===== src/rtl/ad9361_cfg_seq.sv =====
// ad9361_cfg_seq: AD9361 configuration sequencer and SPI arbiter.
// It walks an external init table of WRITE / POLL / DELAY / END entries and
// issues each access to the SPI driver over its request/busy handshake. When
// it is not running the table, it serves single register reads and writes from
// a runtime host port. It is the only master of the SPI driver.
//
// Ports:
//   i_sys_clk, i_sys_rst      clock, synchronous active-high reset
//   i_start                   pulse: run the init table from entry 0
//   o_rom_addr, i_rom_data    table port; data valid 1 cycle after address
//   o_spi_*, i_spi_*          SPI driver request/busy/read-data handshake
//   i_host_*, o_host_*        runtime host access (req held until ack)
//   o_init_busy/done/err      table status; done/err sticky until next start
//   o_err_idx                 entry index of a timed-out POLL
module ad9361_cfg_seq #(
  parameter int unsigned ROM_AW     = 9,
  parameter int unsigned CLK_PER_US = 20,
  parameter int unsigned POLL_MAX   = 1023
) (
  input  logic              i_sys_clk,
  input  logic              i_sys_rst,
  input  logic              i_start,
  output logic [ROM_AW-1:0] o_rom_addr,
  input  logic [19:0]       i_rom_data,
  output logic [9:0]        o_spi_addr,
  output logic [7:0]        o_spi_wdata,
  output logic              o_spi_wr_rdn,
  output logic              o_spi_en,
  input  logic              i_spi_busy,
  input  logic [7:0]        i_spi_rdata,
  input  logic              i_spi_rdata_en,
  input  logic              i_host_req,
  input  logic              i_host_wr_rdn,
  input  logic [9:0]        i_host_addr,
  input  logic [7:0]        i_host_wdata,
  output logic              o_host_ack,
  output logic [7:0]        o_host_rdata,
  output logic              o_init_busy,
  output logic              o_init_done,
  output logic              o_init_err,
  output logic [ROM_AW-1:0] o_err_idx
);

  localparam int unsigned CycW  = (CLK_PER_US > 1) ? $clog2(CLK_PER_US) : 1;
  localparam int unsigned PollW = (POLL_MAX > 1) ? $clog2(POLL_MAX) : 1;
  localparam logic [CycW-1:0]  CycLast  = CycW'(CLK_PER_US - 1);
  localparam logic [PollW-1:0] PollLast = PollW'(POLL_MAX - 1);

  localparam logic [1:0] OpWrite = 2'd0;
  localparam logic [1:0] OpPoll  = 2'd1;
  localparam logic [1:0] OpDelay = 2'd2;
  localparam logic [1:0] OpEnd   = 2'd3;

  typedef enum logic [3:0] {
    StIdle, StFetch, StDecode, StReq, StXfer, StFin, StCheck, StDelay,
    StHostReq, StHostXfer, StHostFin
  } state_e;

  state_e             r_state_q,      w_state_d;
  logic [ROM_AW-1:0]  r_rom_addr_q,   w_rom_addr_d;
  logic [9:0]         r_spi_addr_q,   w_spi_addr_d;
  logic [7:0]         r_spi_wdata_q,  w_spi_wdata_d;
  logic               r_spi_wr_rdn_q, w_spi_wr_rdn_d;
  logic               r_spi_en_q,     w_spi_en_d;
  logic               r_host_ack_q,   w_host_ack_d;
  logic [7:0]         r_host_rdata_q, w_host_rdata_d;
  logic               r_init_busy_q,  w_init_busy_d;
  logic               r_init_done_q,  w_init_done_d;
  logic               r_init_err_q,   w_init_err_d;
  logic [ROM_AW-1:0]  r_err_idx_q,    w_err_idx_d;
  logic [7:0]         r_rdata_q,      w_rdata_d;
  logic [PollW-1:0]   r_poll_cnt_q,   w_poll_cnt_d;
  logic [17:0]        r_us_cnt_q,     w_us_cnt_d;
  logic [CycW-1:0]    r_cyc_cnt_q,    w_cyc_cnt_d;

  logic [1:0]  w_op;
  logic [9:0]  w_addr;
  logic [7:0]  w_data;
  logic [17:0] w_dly;
  logic        w_in_xfer;

  assign w_op   = i_rom_data[19:18];
  assign w_addr = i_rom_data[17:8];
  assign w_data = i_rom_data[7:0];
  assign w_dly  = i_rom_data[17:0];

  assign w_in_xfer = (r_state_q == StReq) || (r_state_q == StXfer) ||
                     (r_state_q == StHostReq) || (r_state_q == StHostXfer);

  always_comb begin
    w_state_d      = r_state_q;
    w_rom_addr_d   = r_rom_addr_q;
    w_spi_addr_d   = r_spi_addr_q;
    w_spi_wdata_d  = r_spi_wdata_q;
    w_spi_wr_rdn_d = r_spi_wr_rdn_q;
    w_host_ack_d   = 1'b0;
    w_host_rdata_d = r_host_rdata_q;
    w_init_busy_d  = r_init_busy_q;
    w_init_done_d  = r_init_done_q;
    w_init_err_d   = r_init_err_q;
    w_err_idx_d    = r_err_idx_q;
    w_rdata_d      = r_rdata_q;
    w_poll_cnt_d   = r_poll_cnt_q;
    w_us_cnt_d     = r_us_cnt_q;
    w_cyc_cnt_d    = r_cyc_cnt_q;

    if (i_spi_rdata_en && w_in_xfer) begin
      w_rdata_d = i_spi_rdata;
    end

    case (r_state_q)
      StIdle: begin
        if (i_start) begin
          w_rom_addr_d  = '0;
          w_init_done_d = 1'b0;
          w_init_err_d  = 1'b0;
          w_poll_cnt_d  = '0;
          w_init_busy_d = 1'b1;
          w_state_d     = StFetch;
        // host_req is still high during the ack cycle; don't re-serve it.
        end else if (i_host_req && !r_init_busy_q && !r_host_ack_q) begin
          w_spi_addr_d   = i_host_addr;
          w_spi_wdata_d  = i_host_wdata;
          w_spi_wr_rdn_d = i_host_wr_rdn;
          w_state_d      = StHostReq;
        end
      end
      StFetch: w_state_d = StDecode;
      StDecode: begin
        case (w_op)
          OpWrite, OpPoll: begin
            // For POLL, the wdata field carries the mask (ignored by a read).
            w_spi_addr_d   = w_addr;
            w_spi_wdata_d  = w_data;
            w_spi_wr_rdn_d = (w_op == OpWrite);
            w_state_d      = StReq;
          end
          OpDelay: begin
            if (w_dly == '0) begin
              w_rom_addr_d = r_rom_addr_q + 1'b1;
              w_state_d    = StFetch;
            end else begin
              w_us_cnt_d  = w_dly;
              w_cyc_cnt_d = '0;
              w_state_d   = StDelay;
            end
          end
          default: begin
            w_init_done_d = 1'b1;
            w_init_busy_d = 1'b0;
            w_state_d     = StIdle;
          end
        endcase
      end
      StReq:  if (i_spi_busy)  w_state_d = StXfer;
      StXfer: if (!i_spi_busy) w_state_d = StFin;
      StFin: begin
        if (r_spi_wr_rdn_q) begin
          w_rom_addr_d = r_rom_addr_q + 1'b1;
          w_state_d    = StFetch;
        end else begin
          w_state_d = StCheck;
        end
      end
      StCheck: begin
        if ((r_rdata_q & r_spi_wdata_q) == r_spi_wdata_q) begin
          w_poll_cnt_d = '0;
          w_rom_addr_d = r_rom_addr_q + 1'b1;
          w_state_d    = StFetch;
        end else if (r_poll_cnt_q < PollLast) begin
          w_poll_cnt_d = r_poll_cnt_q + 1'b1;
          w_state_d    = StReq;
        end else begin
          w_init_err_d  = 1'b1;
          w_err_idx_d   = r_rom_addr_q;
          w_init_busy_d = 1'b0;
          w_state_d     = StIdle;
        end
      end
      StDelay: begin
        if (r_cyc_cnt_q == CycLast) begin
          w_cyc_cnt_d = '0;
          w_us_cnt_d  = r_us_cnt_q - 18'd1;
          if (r_us_cnt_q == 18'd1) begin
            w_rom_addr_d = r_rom_addr_q + 1'b1;
            w_state_d    = StFetch;
          end
        end else begin
          w_cyc_cnt_d = r_cyc_cnt_q + 1'b1;
        end
      end
      StHostReq:  if (i_spi_busy)  w_state_d = StHostXfer;
      StHostXfer: if (!i_spi_busy) w_state_d = StHostFin;
      StHostFin: begin
        w_host_ack_d = 1'b1;
        if (!r_spi_wr_rdn_q) begin
          w_host_rdata_d = r_rdata_q;
        end
        w_state_d = StIdle;
      end
      default: w_state_d = StIdle;
    endcase

    // Request strobe is high exactly while the FSM sits in a request state.
    w_spi_en_d = (w_state_d == StReq) || (w_state_d == StHostReq);
  end

  always_ff @(posedge i_sys_clk) begin
    if (i_sys_rst) begin
      r_state_q      <= StIdle;
      r_rom_addr_q   <= '0;
      r_spi_addr_q   <= '0;
      r_spi_wdata_q  <= '0;
      r_spi_wr_rdn_q <= 1'b1;
      r_spi_en_q     <= 1'b0;
      r_host_ack_q   <= 1'b0;
      r_host_rdata_q <= '0;
      r_init_busy_q  <= 1'b0;
      r_init_done_q  <= 1'b0;
      r_init_err_q   <= 1'b0;
      r_err_idx_q    <= '0;
      r_rdata_q      <= '0;
      r_poll_cnt_q   <= '0;
      r_us_cnt_q     <= '0;
      r_cyc_cnt_q    <= '0;
    end else begin
      r_state_q      <= w_state_d;
      r_rom_addr_q   <= w_rom_addr_d;
      r_spi_addr_q   <= w_spi_addr_d;
      r_spi_wdata_q  <= w_spi_wdata_d;
      r_spi_wr_rdn_q <= w_spi_wr_rdn_d;
      r_spi_en_q     <= w_spi_en_d;
      r_host_ack_q   <= w_host_ack_d;
      r_host_rdata_q <= w_host_rdata_d;
      r_init_busy_q  <= w_init_busy_d;
      r_init_done_q  <= w_init_done_d;
      r_init_err_q   <= w_init_err_d;
      r_err_idx_q    <= w_err_idx_d;
      r_rdata_q      <= w_rdata_d;
      r_poll_cnt_q   <= w_poll_cnt_d;
      r_us_cnt_q     <= w_us_cnt_d;
      r_cyc_cnt_q    <= w_cyc_cnt_d;
    end
  end

  assign o_rom_addr   = r_rom_addr_q;
  assign o_spi_addr   = r_spi_addr_q;
  assign o_spi_wdata  = r_spi_wdata_q;
  assign o_spi_wr_rdn = r_spi_wr_rdn_q;
  assign o_spi_en     = r_spi_en_q;
  assign o_host_ack   = r_host_ack_q;
  assign o_host_rdata = r_host_rdata_q;
  assign o_init_busy  = r_init_busy_q;
  assign o_init_done  = r_init_done_q;
  assign o_init_err   = r_init_err_q;
  assign o_err_idx    = r_err_idx_q;

endmodule


===== config.mk =====
export PLATFORM = sky130hd
export DESIGN_NAME = ad9361_cfg_seq
export DESIGN_NICKNAME = d
export VERILOG_FILES = /design/src/rtl/ad9361_cfg_seq.sv
export SDC_FILE = /design/constraint.sdc
export NUM_CORES = 1
export LEC_CHECK = 0
export BUFFER_PORTS_ARGS = -buffer_cell sky130_fd_sc_hd__buf_2
export CAP_MARGIN = 20
export CORE_AREA = 2 2 116 118
export DETAILED_ROUTE_END_ITERATION = 10
export DIE_AREA = 0 0 118 120
export PLACE_DENSITY_LB_ADDON = 0.25
export SLEW_MARGIN = 20
export SYNTH_ARGS = -nofsm -noshare
export SYNTH_HDL_FRONTEND = slang
export SYNTH_SLANG_ARGS = --single-unit

===== constraint.sdc =====
create_clock -name i_sys_clk -period 2.7 [get_ports i_sys_clk]
set_input_delay 0.135 -clock i_sys_clk [delete_from_list [all_inputs] [get_ports i_sys_clk]]
set_output_delay 0.135 -clock i_sys_clk [all_outputs]
set_load 0.03 [all_outputs]

==> flow_metrics.env <==
export IMPL_ys_seq_area_share_pct=40.82
export IMPL_io_buffers=102
export IMPL_detail_route_antenna_nets=0
export IMPL_gr_total_overflow=0
export IMPL_synth_cell_area_mm2=0.004659
export IMPL_num_fill_cells=1305
export IMPL_die_h_um=120
export IMPL_powerDensity_mw_per_mm2=759.5
export IMPL_max_freq_ghz=0.3742
export IMPL_r2r_cells=8
export IMPL_worstPathArrival_ns=2.95
export IMPL_rsz0062_at_grt="true"
export IMPL_h_tree_depth=3
export IMPL_path_cells="or4_4 -> or4_4 -> a211o_1 -> nand4bb_4 -> buf_6 -> buf_4 -> or3_4 -> a21oi_2"
export IMPL_routed_wl_um=13260
export IMPL_hold_slack_ns=0.01680
export IMPL_clkSlewWorstSetupHoldPaths_ns=0.07
export IMPL_final_cell_mix="buf_2 (102), dfxtp_1 (94), nor2_1 (81)"
export IMPL_rows=42
export IMPL_utilization_pct=44.55
export IMPL_numCtsBuffers=9
export IMPL_synthCells=569
export IMPL_setup_violations=0
export IMPL_routed_via_density=5.376
export IMPL_grt_pass1_wl_um=21410
export IMPL_ioPinCount=103
export IMPL_track_usage_pct=18.62
export IMPL_r2r_start="r_us_cnt_q[12]"
export IMPL_synth_edf_count=0
export IMPL_layout_commonest_cell="buf_2"
export IMPL_die_w_um=118
export IMPL_detail_route_wl_per_cell_um=15.47
export IMPL_max_cap_viol_count=0
export IMPL_antenna_cells=0
export IMPL_ys_types=54
export IMPL_tightest_slew_ns=0.6670
export IMPL_fin_tns_setup_ns=0
export IMPL_worstSetupPathType="reg2reg"
export IMPL_status="finished clean"
export IMPL_maxSlewHeadroom_pct=55.06
export IMPL_core_area_mm2=0.01298
export IMPL_drv_slew=0
export IMPL_hold_start="i_spi_rdata[3]"
export IMPL_finClkSkew_ns=0.006253
export IMPL_period_minus_slack_ns=2.673
export IMPL_area_growth_pct=24.11
export IMPL_drt_initial_drc_count=295
export IMPL_synth_ff_type="dfxtp_1"
export IMPL_drc=0
export IMPL_worst_skew_pair_late_latency_ns=0.35
export IMPL_hold_violations=0
export IMPL_place_gp_congestion=0.8741
export IMPL_dp_hpwl_um=9622
export IMPL_vdd_ir_drop_max_uv=479.2
export IMPL_cts_tree="built"
export IMPL_synthArstFlopShare_pct=0
export IMPL_synth_seq_cells=95
export IMPL_critical_path_startpoint="r_us_cnt_q[12]"
export IMPL_synth_warnings=0
export IMPL_r2r_end="o_rom_addr[2]"
export IMPL_grt_pass1_vias=4345
export IMPL_syn_area_per_cell_um2=8.189
export IMPL_power_leakage_nw=2.251
export IMPL_start_kind="flop"
export IMPL_dieArea_mm2=0.01416
export IMPL_timing_final_crit_share_pct=98.98
export IMPL_critPathCapture="o_rom_addr[2]"
export IMPL_grt_start_max_net_pins=38
export IMPL_r2r_slack_ns=0.03
export IMPL_cp_max_fo=6
export IMPL_nNetsFinal=734
export IMPL_antenna_found_initial=0
export IMPL_critPathCaptureType="flop"
export IMPL_holdBufCountCts=0
export IMPL_hp_class="in2reg"
export IMPL_drive_gt1_share_pct=23.05
export IMPL_cp_common_cell="or4_4"
export IMPL_firstDrtPassIters=4
export IMPL_cts_root_buffer="clkbuf_16"
export IMPL_synth_fp_nets=627
export IMPL_routed_via_count=4607
export IMPL_cp_required_ns=2.98
export IMPL_initial_core_util_pct=35.90
export IMPL_slowest_stage="or4_4"
export IMPL_whs_path_depth=3
export IMPL_p_total_mw=4.392
export IMPL_max_stage_delay_ns=0.53
export IMPL_clock_sinks=95
export IMPL_cts_buffer_depth=2
[worst max-delay path: cells and delay by family, from the launching register on]
family          cells  cell delay [ns]
flops               1             0.32
simple gates        4             1.55
buf+inv             2             0.32
compound gates      2             0.41
[per-stage QoR]
stage          worst slack [ns]  instance area, um^2  instances
3_3_place_gp            0.04806                 5431        836
6_report                0.02745                 5783        857
2_1_floorplan            0.1447                 4659        569
4_1_cts                 0.01945                 5759        857
5_1_grt                -0.01507                 5783        857
3_5_place_dp           0.002388                 5431        836
[layout make-up]
class | count | area [um^2] | area share (%)
Clock inverter | 7 | 48.80 | 0.8438
Timing Repair Buffer | 127 | 701.9 | 12.14
Clock buffer | 9 | 225.2 | 3.894
Sequential cell | 95 | 1903 | 32.91
Inverter | 8 | 30.03 | 0.5193
Tap cell | 176 | 220.2 | 3.808
Multi-Input combinational cell | 435 | 2654 | 45.89
[cells by family (layout without fill, tap and decap cells)]
| group | Yosys count | after routing | synth area share, % |
|---|---|---|---|
| buf+inv | 39 | 151 | 3.195 |
| mux | 39 | 39 | 8.378 |
| xor+xnor | 10 | 10 | 1.880 |
| simple gates | 239 | 239 | 25.38 |
| fa+ha+maj | 5 | 5 | 1.343 |
| compound gates | 142 | 142 | 19.01 |
| flops | 95 | 95 | 40.82 |
[flip-flops by register name, indices dropped and copies added (netlist names), 4 cells and up]
signal        flops
o_err_idx         9
r_us_cnt_q       18
r_rdata_q         8
o_spi_addr       10
o_rom_addr        9
r_state_q         4
o_host_rdata      8
r_cyc_cnt_q       5
r_poll_cnt_q     10
o_spi_wdata       8
[what timing repair did]
item / in CTS / in global routing
buffers inserted: 5 / 0
resized for setup: 5 / 5
pin swaps: 4 / 1
setup endpoints to repair: 2 / 6
[cell usage after synthesis, types with 8 or more instances]
master	n	area share (%)
or3_1	8	1.1
inv_1	8	0.64
a211oi_1	26	4.2
clkbuf_1	29	2.3
mux2i_1	39	8.4
nand3_1	17	1.8
nand2b_1	20	2.7
a21oi_1	43	4.6
or4_1	9	1.4
dfxtp_1	95	41
nand2_1	54	4.4
nor2_1	81	6.5
nand4_1	8	1.1
nor3_1	13	1.4
o21ai_0	35	3.8
[report_power, final]
group          leakage (nW)  switching [mW]  internal, mW
sequential            0.771           0.168          1.55
combinational          1.36           0.910         0.573
clock                 0.124           0.563         0.624
total                  2.25            1.64          2.75
[per-layer routing]
| layer | up-vias | routed length (um) | global-route usage, % |
|---|---|---|---|
| li1 | 2285 | - | - |
| met1 | 2142 | 6021 | 23.86 |
| met2 | 169 | 6250 | 30.85 |
| met3 | 11 | 861 | 5.371 |
| met4 | 0 | 127 | 4.744 |
| met5 | - | 0 | 0 |
[worst min path at each step]
| stage | to | slack [ns] |
|---|---|---|
| floorplan | o_spi_wr_rdn | 0.27 |
| global placement | r_rdata_q[2] | 0.37 |
| detailed placement | o_spi_wr_rdn | 0.38 |
| CTS | r_rdata_q[3] | 0.01 |
| global route | r_rdata_q[2] | 0.02 |
| finish | r_rdata_q[3] | 0.02 |
(Power assumes the default switching activity.)
